<file path="src/rtl/display_pkg.sv">
// Shared definitions for the seven-segment display driver.
// Holds the converter FSM states, the segment constants (active-low, bit
// order gfedcba) and the nibble-to-segment lookup table.
package display_pkg;

  typedef enum logic [1:0] {
    IDLE  = 2'd0,
    SHIFT = 2'd1,
    LATCH = 2'd2
  } state_t;

  localparam int DIGITS_DEF     = 8;
  localparam int BCD_DIGITS_DEF = 10;

  localparam logic [6:0] SEG_BLANK = 7'b1111111;
  localparam logic [6:0] SEG_DASH  = 7'b0111111;

  // Entry n is the pattern for nibble n. Nibbles 10..15 never come out of a
  // correct conversion, so they map to blank.
  localparam logic [15:0][6:0] SEG_TABLE = {
    SEG_BLANK, SEG_BLANK, SEG_BLANK, SEG_BLANK, SEG_BLANK, SEG_BLANK,
    7'b0010000,   // 9
    7'b0000000,   // 8
    7'b1111000,   // 7
    7'b0000010,   // 6
    7'b0010010,   // 5
    7'b0011001,   // 4
    7'b0110000,   // 3
    7'b0100100,   // 2
    7'b1111001,   // 1
    7'b1000000    // 0
  };

endpackage

</file>
<file path="src/rtl/seg7_encoder.sv">
// Combinational digit encoder.
// Ports: nib   - BCD nibble to show
//        blank - force the digit dark (leading-zero blanking)
//        seg   - active-low gfedcba pattern
module seg7_encoder
  import display_pkg::*;
(
  input  logic [3:0] nib,
  input  logic       blank,
  output logic [6:0] seg
);

  assign seg = blank ? SEG_BLANK : SEG_TABLE[nib];

endmodule

</file>
<file path="src/rtl/output_display_driver.sv">
// Binary-to-seven-segment display driver.
// Converts OutputData to BCD with a sequential shift-and-add-3 pass
// (one bit per clock) whenever the value changes, then registers the
// encoded digits with leading-zero blanking, or all dashes on overflow.
// Ports: Clock      - system clock, rising edge
//        Reset      - asynchronous, active-low
//        OutputData - unsigned binary value to display
//        Segments   - DIGITS x 7 active-low patterns, digit 0 least significant
//        Busy       - conversion in progress (SHIFT or LATCH)
//        Overflow   - value does not fit in DIGITS decimal digits
module output_display_driver
  import display_pkg::*;
#(
  parameter int DATA_W     = 32,
  parameter int DIGITS     = DIGITS_DEF,
  parameter int BCD_DIGITS = BCD_DIGITS_DEF
) (
  input  logic                Clock,
  input  logic                Reset,
  input  logic [DATA_W-1:0]   OutputData,
  output logic [DIGITS*7-1:0] Segments,
  output logic                Busy,
  output logic                Overflow
);

  localparam int              CNT_W    = $clog2(DATA_W + 1);
  localparam logic [CNT_W-1:0] LAST_CNT = CNT_W'(DATA_W - 1);

  state_t                         state, state_nxt;
  logic [DATA_W-1:0]              bin_sr, last_value;
  logic [BCD_DIGITS-1:0][3:0]     bcd, bcd_adj;
  logic [CNT_W-1:0]               cnt;
  logic                           pending;
  logic                           start;
  logic [DIGITS-1:0]              blank;
  logic                           run_zero;
  logic                           ovf_nxt;
  logic [DIGITS-1:0][6:0]         enc_seg, seg_q;
  logic                           ovf_q;

  // pending forces one conversion after reset even if the input is 0.
  assign start = (state == IDLE) && (pending || (OutputData != last_value));

  always_ff @(posedge Clock or negedge Reset) begin
    if (!Reset) state <= IDLE;
    else        state <= state_nxt;
  end

  always_comb begin
    state_nxt = state;
    case (state)
      IDLE:    if (start) state_nxt = SHIFT;
      SHIFT:   if (cnt == LAST_CNT) state_nxt = LATCH;
      LATCH:   state_nxt = IDLE;
      default: state_nxt = IDLE;
    endcase
  end

  // Add-3 correction applied to every nibble before each shift.
  for (genvar i = 0; i < BCD_DIGITS; i++) begin : g_add3
    assign bcd_adj[i] = (bcd[i] >= 4'd5) ? bcd[i] + 4'd3 : bcd[i];
  end

  // Digit k is dark when it and every higher displayed digit are zero;
  // digit 0 always lights so a zero value reads "0".
  always_comb begin
    run_zero = 1'b1;
    blank    = '0;
    for (int k = DIGITS - 1; k >= 1; k--) begin
      run_zero = run_zero && (bcd[k] == 4'd0);
      blank[k] = run_zero;
    end
  end

  always_comb begin
    ovf_nxt = 1'b0;
    for (int k = DIGITS; k < BCD_DIGITS; k++)
      ovf_nxt = ovf_nxt | (bcd[k] != 4'd0);
  end

  for (genvar d = 0; d < DIGITS; d++) begin : g_enc
    seg7_encoder u_enc (
      .nib   (bcd[d]),
      .blank (blank[d]),
      .seg   (enc_seg[d])
    );
  end

  always_ff @(posedge Clock or negedge Reset) begin
    if (!Reset) begin
      bin_sr     <= '0;
      last_value <= '0;
      bcd        <= '0;
      cnt        <= '0;
      pending    <= 1'b1;
      seg_q      <= {DIGITS{SEG_BLANK}};
      ovf_q      <= 1'b0;
    end else begin
      case (state)
        IDLE: if (start) begin
          bin_sr     <= OutputData;
          last_value <= OutputData;
          bcd        <= '0;
          cnt        <= '0;
          pending    <= 1'b0;
        end
        SHIFT: begin
          {bcd, bin_sr} <= {bcd_adj, bin_sr} << 1;
          cnt           <= cnt + CNT_W'(1);
        end
        LATCH: begin
          seg_q <= ovf_nxt ? {DIGITS{SEG_DASH}} : enc_seg;
          ovf_q <= ovf_nxt;
        end
        default: ;
      endcase
    end
  end

  assign Segments = seg_q;
  assign Overflow = ovf_q;
  assign Busy     = (state != IDLE);

endmodule

</file>
<file path="config.mk">
export PLATFORM = sky130hd
export DESIGN_NAME = output_display_driver
export DESIGN_NICKNAME = d
export VERILOG_FILES = /design/src/rtl/display_pkg.sv /design/src/rtl/seg7_encoder.sv /design/src/rtl/output_display_driver.sv
export SDC_FILE = /design/constraint.sdc
export NUM_CORES = 1
export LEC_CHECK = 0
export BUFFER_PORTS_ARGS = -buffer_cell sky130_fd_sc_hd__buf_4
export CAP_MARGIN = 20
export CORE_ASPECT_RATIO = 2
export CORE_MARGIN = 4
export CORE_UTILIZATION = 60
export CTS_CLUSTER_SIZE = 25
export DETAILED_ROUTE_END_ITERATION = 6
export PLACE_DENSITY = 0.88
export SLEW_MARGIN = 20
export SYNTH_ARGS = -nofsm -noshare
export SYNTH_HDL_FRONTEND = slang
export SYNTH_SLANG_ARGS = --single-unit
</file>
<file path="constraint.sdc">
create_clock -name Clock -period 2.7 [get_ports Clock]
set_input_delay 0.405 -clock Clock [delete_from_list [all_inputs] [get_ports Clock]]
set_output_delay 0.405 -clock Clock [all_outputs]
set_load 0.01 [all_outputs]
</file>
==> metrics <==
gr usage total=between 20% and 30%; final setup margin=~0.29 ns; setup total negative slack=0 ns; initial antenna violation count=0; cell internal pwr=between 5 and 6 mW; final hold violations=0; Max Fclk=414 MHz; first-pass GRT wire length=37.6 mm; Crit path arrival time=~2.8 ns; number of global-route vias before repair=7,768; CP Class=flop to flop; CTS Buf Count=17; Worst Setup End Kind=flop; total grt overflow=0; Ant. Diodes=0; Final nets=between 1,000 and 1,500; EDFF count, synth=0; Core Region=between 15,000 and 20,000 um^2; Die Span X=around 97 um; Buffers on Ports=91; ANT nets after route=0; Initial DRT Pass Iterations=5; Setup violations, final=0; H-tree level count=4; syn avg cell area=slightly below 10 um^2; Die Y-Extent=roughly 190 um; clk sinks=170; Synth warnings=0; Slew Viols, Final=0; post-synthesis sequential area ratio=a little under half; Synth cell types=51; max cap viols=0; deepest clock path buffer count=2; FF+latch count, synth=170; Synth Flop Type=dfrtp_1; initial drt markers=slightly below 500; P per Cell Area=~850 nW/um^2; Setup Fix Bufs, Post-CTS=0; Place WS=roughly 0.34 ns; Pleak=roughly 4.8 nW; vias per inst=about 6; WL final=~23 mm; detailed-route DRC error count=0; Startpoint Class=flop; Boundary Pins=slightly above 90; placed cell count=1,212; share of layout cells above drive strength 1=23.1%; Comb pwr share=roughly 37%; most common cell after layout, fill and taps aside=dfrtp_1; ys async rst share=100%; Worst-Margin Slew=about 0.7 ns; Layout area overhead=16.0%; Clock Skew=0.0129 ns; CTS Root Cell=clkbuf_16; Hold WC Path Type=input port to flop; hold depth=2; post-CTS sizing=0; Site Rows=between 60 and 70; Reg clk slew, reported paths=0.07 ns; Final Instance Area=roughly 11,000 um^2; hpwl dp=between 15 and 20 mm; largest cells by area after synthesis=dfrtp_1 30%, dfstp_2 16%, ha_1 6.4%; die area=18,100 um^2; final worst path period share=between 80 and 90%; Synth area leader=dfrtp_1; cells after synthesis=964; Mapped Area=9520 um^2; sequential power share=a little under two fifths; TritonCTS clock tree=done; Max-slew headroom=a little over 50%; commonest non-fill, non-tap cells in the layout=113 x dfrtp_1, 109 x buf_4, 85 x a21oi_1, 78 x nor2_1, 75 x nand2_1; Worst Reg-to-Reg Cells=8; Worst Path Required=~3.1 ns; Placed Area=between 10,000 and 15,000 um^2; Sw Share=a little under two fifths; Fill cells=roughly 1,100; Switch Pwr=between 3 and 4 mW; gpl congestion=approximately 0.90; DR WL/cell=~18 um; Max Fanout on Critical Path=8; maximum vdd drop=0.465 mV; RSZ-0062 raised after global routing=no; fin cells=between 1,000 and 1,500; total number of vias=between 7,000 and 8,000; top-area cell type share of the netlist area=between 20 and 30%; largest net degree at the start of global routing=between 80 and 90; Skew-Pair Late Insertion Delay=approximately 0.43 ns; clock network fraction of total power=between 20% and 30%; Initial Utilization=61.6%; status=finished, final reports clean; min Tclk post-route=2.41 ns; synthesized net count=1,047
-- logic make-up (layout without fill, tap and decap cells) --
family,count (synthesis),after routing,synth area share [%]
AO/OA/AOI/OAI,278,278,20.3
AND/OR/NAND/NOR,270,270,13.7
flip-flops,170,170,45.4
buffers and inverters,104,187,4.55
adder cells (fa/ha/maj),49,49,6.44
XOR/XNOR,49,49,4.51
multiplexers,44,44,5.05
-- power by group through the flow --
stage / logic [mW] / registers, mW / clock network (mW)
global route: 3.84 / 3.53 / 2.61
global placement: 3.25 / 3.47 / 0
CTS: 3.43 / 3.45 / 2.52
detailed placement: 3.36 / 3.49 / 0
finish: 3.44 / 3.47 / 2.48
floorplan: 2.62 / 3.23 / 0
-- synthesized netlist by cell type (all sizes together), types with 6 or more instances --
library cell	instances
dfrtp	113
a21oi	85
nor2	78
nand2	75
dfstp	57
ha	49
clkbuf	46
xnor2	45
o21ai	40
inv	39
nor2b	37
a221o	32
a22o	32
mux2	32
a211oi	30
buf	19
o22a	16
nand2b	15
nor3	15
mux2i	12
nand4	12
nand3	11
and2	8
a31oi	6
nor3b	6
-- path summary, 6_finish.rpt --
path / end / start / slack, ns
min in group asynchronous: last_value[24] / Reset / 0.51
min: bin_sr[22] / OutputData[22] / 0.23
max reg2reg: Segments[17] / bcd[21] / 0.29
max: Segments[17] / bcd[21] / 0.29
max in group asynchronous: Segments[5] / Reset / 1.43
min reg2reg: Segments[49] / Segments[49] / 0.46
-- per-stage QoR --
step	util, %	total power [mW]	hold WS, ns
finish	71.4	9.39	0.234
global route	71.4	9.98	0.222
CTS	71.4	9.40	0.221
detailed placement	67.6	6.85	0.420
global placement	67.6	6.73	0.413
floorplan	-	5.85	0.109
-- state kept, by name (all words and copies together), names as in the netlist --
| register | count |
|---|---|
| Overflow | 1 |
| Segments | 56 |
| bcd | 40 |
| bin_sr | 32 |
| cnt | 6 |
| last_value | 32 |
| pending | 1 |
| state | 2 |
-- what timing repair did --
item,CTS,global route
endpoints found under the hold margin,33,0
endpoints found under the setup margin,0,0
hold buffers,1,0
-- routing by layer --
| metal | global-route usage, % | vias up | share of wire [%] |
|---|---|---|---|
| met3 | 3.43 | 60 | 3.7 |
| met4 | 12.0 | 0 | 3.6 |
| met2 | 48.9 | 223 | 56 |
| li1 | - | 3589 | - |
| met5 | 0 | - | 0 |
| met1 | 28.1 | 3767 | 37 |
-- critical path, cell delays in order (launching register included) --
cell and delay [ns]:
dfrtp_1 0.48, inv_1 0.15, ha_1 0.27, nor3b_1 0.30
nand3_1 0.32, nor3_2 0.25, buf_4 0.18, nand3b_1 0.22
o22a_1 0.18
-- layout make-up --
type                    instances  area, um^2  share of cell area [%]
flip-flops and latches        170        4330                    39.2
clock buffers                  19         433                    3.92
multi-input cells             690        4790                    43.4
well taps                     198         248                    2.24
clock inverters                13         155                    1.41
repair buffers                116         940                    8.51
inverters                      39         146                    1.33
Note: power is estimated with default switching activity, not from simulation.
